File: src/rtl/iiomem_clint.sv
// CLINT-style timer and software-interrupt unit behind an AXI-lite responder for the iiomem window.
// Optional feature: define CLINT_MTIME_WRITE_EN to make MTIME_LO/MTIME_HI writable.
module iiomem_clint #(
  parameter int          ADDR_W   = 32,
  parameter int          DATA_W   = 32,
  parameter int          STRB_W   = DATA_W / 8,
  parameter logic [31:0] ID_VALUE = 32'h434C_4E54
) (
  input  logic              core_clk,
  input  logic              core_rst,
  input  logic [ADDR_W-1:0] s_axil_awaddr,
  input  logic [2:0]        s_axil_awprot,
  input  logic              s_axil_awvalid,
  output logic              s_axil_awready,
  input  logic [DATA_W-1:0] s_axil_wdata,
  input  logic [STRB_W-1:0] s_axil_wstrb,
  input  logic              s_axil_wvalid,
  output logic              s_axil_wready,
  output logic [1:0]        s_axil_bresp,
  output logic              s_axil_bvalid,
  input  logic              s_axil_bready,
  input  logic [ADDR_W-1:0] s_axil_araddr,
  input  logic [2:0]        s_axil_arprot,
  input  logic              s_axil_arvalid,
  output logic              s_axil_arready,
  output logic [DATA_W-1:0] s_axil_rdata,
  output logic [1:0]        s_axil_rresp,
  output logic              s_axil_rvalid,
  input  logic              s_axil_rready,
  output logic              timer_irq,
  output logic              sw_irq
);

  localparam logic [9:0] OFF_MSIP     = 10'h000;
  localparam logic [9:0] OFF_CMP_LO   = 10'h002;
  localparam logic [9:0] OFF_CMP_HI   = 10'h003;
  localparam logic [9:0] OFF_MTIME_LO = 10'h004;
  localparam logic [9:0] OFF_MTIME_HI = 10'h005;
  localparam logic [9:0] OFF_PRESCALE = 10'h006;
  localparam logic [9:0] OFF_ID       = 10'h007;
  localparam logic [1:0] RESP_OKAY    = 2'b00;
  localparam logic [1:0] RESP_SLVERR  = 2'b10;

  logic [63:0] mtime;
  logic [63:0] mtimecmp;
  logic        msip;
  logic [15:0] prescale;
  logic [15:0] pcnt;
  logic [31:0] mtime_hi_shadow;

  logic        aw_held;
  logic [9:0]  aw_off;
  logic        w_held;
  logic [31:0] w_data;
  logic [3:0]  w_strb;
  logic        bvalid_q;
  logic [1:0]  bresp_q;
  logic        rvalid_q;
  logic [1:0]  rresp_q;
  logic [31:0] rdata_q;

  logic        wr_en;
  logic        wr_err;
  logic        wr_ok;
  logic        rd_hs;
  logic [9:0]  ar_off;
  logic [31:0] rd_data;
  logic        rd_err;
  logic        tick;

  // Protection bits and address bits outside the decoded window are intentionally ignored.
  logic unused_ok;
  assign unused_ok = ^{s_axil_awprot, s_axil_arprot,
                       s_axil_awaddr[ADDR_W-1:12], s_axil_awaddr[1:0],
                       s_axil_araddr[ADDR_W-1:12], s_axil_araddr[1:0]};

  assign s_axil_awready = !aw_held && !bvalid_q;
  assign s_axil_wready  = !w_held && !bvalid_q;
  assign s_axil_arready = !rvalid_q;
  assign s_axil_bvalid  = bvalid_q;
  assign s_axil_bresp   = bresp_q;
  assign s_axil_rvalid  = rvalid_q;
  assign s_axil_rresp   = rresp_q;
  assign s_axil_rdata   = rdata_q;

  assign wr_en  = aw_held && w_held && !bvalid_q;
  assign wr_ok  = wr_en && !wr_err;
  assign rd_hs  = s_axil_arvalid && !rvalid_q;
  assign ar_off = s_axil_araddr[11:2];
  assign tick   = (pcnt == prescale);

  function automatic logic [31:0] merge_bytes(input logic [31:0] old_v,
                                              input logic [31:0] new_v,
                                              input logic [3:0]  strb);
    logic [31:0] r;
    r = old_v;
    for (int b = 0; b < 4; b++) begin
      if (strb[b]) r[8*b +: 8] = new_v[8*b +: 8];
    end
    return r;
  endfunction

  // NOTE: every signal written in an always_comb gets a default first, so no path can infer a latch.
  always_comb begin
    wr_err = 1'b1;
    case (aw_off)
      OFF_MSIP, OFF_CMP_LO, OFF_CMP_HI, OFF_PRESCALE: wr_err = 1'b0;
`ifdef CLINT_MTIME_WRITE_EN
      OFF_MTIME_LO, OFF_MTIME_HI:                     wr_err = 1'b0;
`endif
      default:                                        wr_err = 1'b1;
    endcase
  end

  always_comb begin
    rd_data = '0;
    rd_err  = 1'b0;
    case (ar_off)
      OFF_MSIP:     rd_data = {31'h0, msip};
      OFF_CMP_LO:   rd_data = mtimecmp[31:0];
      OFF_CMP_HI:   rd_data = mtimecmp[63:32];
      OFF_MTIME_LO: rd_data = mtime[31:0];
      OFF_MTIME_HI: rd_data = mtime_hi_shadow;
      OFF_PRESCALE: rd_data = {16'h0, prescale};
      OFF_ID:       rd_data = ID_VALUE;
      default:      rd_err  = 1'b1;
    endcase
  end

  // Write channel: AW and W park independently, commit once both are present, B holds until bready.
  // NOTE: clocked state uses non-blocking assignments only, so every block sees pre-edge values.
  always_ff @(posedge core_clk) begin
    if (core_rst) begin
      aw_held  <= 1'b0;
      aw_off   <= '0;
      w_held   <= 1'b0;
      w_data   <= '0;
      w_strb   <= '0;
      bvalid_q <= 1'b0;
      bresp_q  <= RESP_OKAY;
      msip     <= 1'b0;
      mtimecmp <= '1;
      prescale <= '0;
    end else begin
      if (s_axil_awvalid && s_axil_awready) begin
        aw_held <= 1'b1;
        aw_off  <= s_axil_awaddr[11:2];
      end
      if (s_axil_wvalid && s_axil_wready) begin
        w_held <= 1'b1;
        w_data <= s_axil_wdata;
        w_strb <= s_axil_wstrb;
      end
      if (wr_en) begin
        bvalid_q <= 1'b1;
        bresp_q  <= wr_err ? RESP_SLVERR : RESP_OKAY;
      end else if (bvalid_q && s_axil_bready) begin
        bvalid_q <= 1'b0;
        aw_held  <= 1'b0;
        w_held   <= 1'b0;
      end
      if (wr_ok) begin
        case (aw_off)
          OFF_MSIP:     if (w_strb[0]) msip <= w_data[0];
          OFF_CMP_LO:   mtimecmp[31:0]  <= merge_bytes(mtimecmp[31:0], w_data, w_strb);
          OFF_CMP_HI:   mtimecmp[63:32] <= merge_bytes(mtimecmp[63:32], w_data, w_strb);
          OFF_PRESCALE: begin
            if (w_strb[0]) prescale[7:0]  <= w_data[7:0];
            if (w_strb[1]) prescale[15:8] <= w_data[15:8];
          end
          default: ;
        endcase
      end
    end
  end

  // Timebase: a PRESCALE write restarts the divider; an mtime write suppresses that cycle's tick.
  always_ff @(posedge core_clk) begin
    if (core_rst) begin
      pcnt  <= '0;
      mtime <= '0;
    end else begin
      if (wr_ok && aw_off == OFF_PRESCALE) pcnt <= '0;
      else                                 pcnt <= tick ? 16'h0 : pcnt + 16'h1;
`ifdef CLINT_MTIME_WRITE_EN
      if (wr_ok && aw_off == OFF_MTIME_LO)
        mtime[31:0] <= merge_bytes(mtime[31:0], w_data, w_strb);
      else if (wr_ok && aw_off == OFF_MTIME_HI)
        mtime[63:32] <= merge_bytes(mtime[63:32], w_data, w_strb);
      else if (tick)
        mtime <= mtime + 64'h1;
`else
      if (tick) mtime <= mtime + 64'h1;
`endif
    end
  end

  // Read channel: one-cycle latency; an MTIME_LO read snapshots the upper half for a coherent HI read.
  always_ff @(posedge core_clk) begin
    if (core_rst) begin
      rvalid_q        <= 1'b0;
      rresp_q         <= RESP_OKAY;
      rdata_q         <= '0;
      mtime_hi_shadow <= '0;
    end else begin
      if (rd_hs) begin
        rvalid_q <= 1'b1;
        rdata_q  <= rd_data;
        rresp_q  <= rd_err ? RESP_SLVERR : RESP_OKAY;
        if (ar_off == OFF_MTIME_LO) mtime_hi_shadow <= mtime[63:32];
      end else if (rvalid_q && s_axil_rready) begin
        rvalid_q <= 1'b0;
      end
    end
  end

  always_ff @(posedge core_clk) begin
    if (core_rst) begin
      timer_irq <= 1'b0;
      sw_irq    <= 1'b0;
    end else begin
      timer_irq <= (mtime >= mtimecmp);
      sw_irq    <= msip;
    end
  end

endmodule

File: config.mk
export PLATFORM = sky130hd
export DESIGN_NAME = iiomem_clint
export DESIGN_NICKNAME = d
export VERILOG_FILES = /design/src/rtl/iiomem_clint.sv
export SDC_FILE = /design/constraint.sdc
export NUM_CORES = 1
export LEC_CHECK = 0
export BUFFER_PORTS_ARGS = -buffer_cell sky130_fd_sc_hd__buf_2
export CAP_MARGIN = 20
export CORE_MARGIN = 2
export CORE_UTILIZATION = 35
export DETAILED_ROUTE_END_ITERATION = 10
export MAX_ROUTING_LAYER = met4
export PLACE_DENSITY = 0.5
export SYNTH_ARGS = -nofsm -noshare
export SYNTH_HDL_FRONTEND = slang
export SYNTH_SLANG_ARGS = --single-unit
File: constraint.sdc
create_clock -name core_clk -period 5.6 [get_ports core_clk]
set_input_delay 1.12 -clock core_clk [delete_from_list [all_inputs] [get_ports core_clk]]
set_output_delay 1.12 -clock core_clk [all_outputs]
set_load 0.02 [all_outputs]
==> run metrics <==
share of total power in the clock network=48.9%; gr usage total=22.0%; initial antenna violation count=0; status=complete, no violations; total clock sinks=279; total grt overflow=0; Post-synth EDFFs=0; I/O Pins=156; crit path DAT=4.05 ns; Yosys Warn Count=0; Worst-path clk slew=0.06 ns; Syn-to-layout area delta=15.1%; crit path kind=input pin to flop; Syn Area/Cell=7.91 um2; Via density=5.27; cell area after synthesis=13200 um2; Layout Cells excl Fill=2265; CP max FO=16; fraction of layout cells with a size suffix above 1=10.6%; Hold Fails Final Rpt=0; first-pass GRT wire length=64900 um; Cell variety after synth=58; Post-CTS Setup Inserts=0; worst slew pin tran=1.01 ns; Seq pwr share=47.3%; Finish-stage setup viols=0; synthesis-stage register bit count=279; CTS Hold Bufs=0; HPWL Detailed=30900 um; wire per inst=18.7 um; antenna-violating nets left=0; Post-CTS Resized=0; Critical Path RT=6.13 ns; Comb power frac=3.8%; Setup TNS=0 ns; core area=37400 um2; hold_ws=0.445 ns; Buffers on Ports=103; row count=71; RSZ-0062 raised after global routing=no; # DRC=0; Power Density=285 nW/um2; Placer Congestion=0.869; Sw Share=23.9%; final WL=42400 um; worst hold stages=1; total leakage power=6.56 nW; switching power=1.04 mW; Clock Tree Root=clkbuf_16; Max Cap Viol=0; Die Y=198 um; Detailed Routing Iterations Pass 1=10; Clock Skew=0.0145 ns; final net count=1910; die area=39300 um2; Max clock buf depth=3; Slew Limit Fails=0; Initial Util=35.3%; f_max=0.284 GHz; Pwr Total=4.33 mW; Internal Power=3.29 mW; Final Cycle Share=62.9%; CTS Buf Count=31; H-tree depth=1; peak supply drop=0.172 mV; crit end category=flop; CTS tree=yes; Post-Syn Instances=1671; placed cell count=2209; Final Critical Period=3.52 ns; Die W=198 um; clk_lat worst skew=0.59 ns; Main synth FF type=dfxtp_1; Rel. slew slack=32.5%; worst reg-to-reg path cell count=6; Critical Path Start Type=input pin; vias post-DR=11900; Seq/Total Area, Yosys=42.3%; Initial DRC Count=1102; largest net degree at the start of global routing=86; HP Class=flop to flop; ant diodes=0; number of global-route vias before repair=11000; asr flop ratio synth=0%
-- through the flow --
step           cell area [um2]  worst slack, ns  util (%)
3_5_place_dp             14200             1.51      37.9
2_1_floorplan            13200             2.51         -
3_3_place_gp             14200             1.57      37.9
6_report                 15200             2.08      40.7
5_1_grt                  15200             1.92      40.7
4_1_cts                  15200             2.11      40.7
-- layer usage --
layer / track usage (%) / wire length [um] / vias to the layer above
met2: 31.9 / 17600 / 357
met5: - / 0 / -
li1: - / - / 5931
met4: 7.05 / 1230 / 0
met3: 2.30 / 2540 / 64
met1: 31.9 / 21000 / 5593
-- cells in the final DEF (no fill, tap or decap), types with 8 or more instances in the layout --
cell type  count
a21oi_1      168
nor3_1        14
and3_1         8
o21ai_0       45
ha_1          66
xor2_1        25
nand2_1      332
or4_1         10
buf_2        102
or3_1         17
buf_4         20
nand2b_1       8
a222oi_1      18
xnor2_1       44
o22ai_1        8
inv_1         84
a221oi_1      12
and4_1        10
and2_1         8
a22oi_1       12
nor2_1        91
nand4_1       33
nand3_1      163
a21o_1        24
nor4_1        18
dfxtp_1      279
clkbuf_16     31
-- path summary, 6_finish.rpt --
path | to | start | slack, ns
setup / recovery | s_axil_rdata[12] | s_axil_araddr[9] | 2.08
hold / removal | s_axil_rdata[16] | s_axil_rdata[16] | 0.44
setup reg to reg | mtime[62] | mtime[3] | 2.26
hold reg to reg | s_axil_rdata[16] | s_axil_rdata[16] | 0.44
-- sequential cells by signal, indices dropped and copies added, names as in the netlist --
register / count
msip: 1
mtime: 64
s_axil_rresp: 1
s_axil_bresp: 1
pcnt: 16
s_axil_rvalid: 1
mtime_hi_shadow: 32
w_strb: 4
mtimecmp: 64
aw_held: 1
sw_irq: 1
s_axil_bvalid: 1
w_data: 32
w_held: 1
aw_off: 10
timer_irq: 1
s_axil_rdata: 32
prescale: 16
-- synthesized netlist by cell type (4+ instances only) --
cell | count | area, um2
clkbuf_1 | 87 | 327
and3_1 | 8 | 50.1
a221oi_1 | 12 | 105
inv_1 | 85 | 319
a21o_1 | 24 | 180
ha_1 | 66 | 826
a22o_1 | 5 | 43.8
and4_1 | 10 | 87.6
nand4_1 | 33 | 206
o31ai_1 | 5 | 37.5
nor3_1 | 16 | 80.1
xor2_1 | 25 | 219
dfxtp_1 | 279 | 5590
nor2_1 | 93 | 349
and2_1 | 8 | 50.1
a21oi_1 | 168 | 841
nand3b_1 | 6 | 45.0
nand3_1 | 163 | 816
o21ai_0 | 45 | 225
nand2b_1 | 8 | 50.1
nor4_1 | 21 | 131
o2111ai_1 | 4 | 35.0
o22ai_1 | 8 | 50.1
xnor2_1 | 44 | 385
nand2_1 | 332 | 1250
a22oi_1 | 12 | 90.1
a222oi_1 | 18 | 180
or4_1 | 10 | 75.1
buf_1 | 6 | 22.5
nor2b_1 | 7 | 43.8
or3_1 | 17 | 106
-- critical path, stage by stage --
cell and delay, ns:
buf_2 0.10, nor4_1 0.66, and2_0 0.53, o211ai_1 0.32
nand2b_1 0.55, buf_4 0.38, a21oi_1 0.27, a21o_1 0.12
-- cells by family (layout without fill, tap and decap cells) --
group           count (synthesis)  in the layout  share of synthesized area [%]
fa+ha+maj                      67             67                           6.32
compound gates                324            324                           15.0
flops                         279            279                           42.3
other cells                     1              2                         0.0284
xor+xnor                       69             69                           4.57
simple gates                  746            746                           26.4
buf+inv                       182            264                           5.24
mux                             3              3                          0.237
-- final cells by class --
class                           instances  area (um2)
Clock inverter                         16         198
Sequential cell                       279        5590
Inverter                               85         319
Timing Repair Buffer                  123         672
Tap cell                              511         639
Fill cell                            3975       22200
Clock buffer                           40         830
Multi-Input combinational cell       1211        6980
-- power groups by stage --
stage	Clock, mW	Sequential [mW]	Combinational (mW)
after floorplan	0	2.07	0.110
after global placement	0	2.09	0.162
after detailed placement	0	2.09	0.164
after CTS	2.15	2.05	0.165
after global routing	2.23	2.05	0.182
final	2.12	2.05	0.163
(Power assumes the default switching activity.)
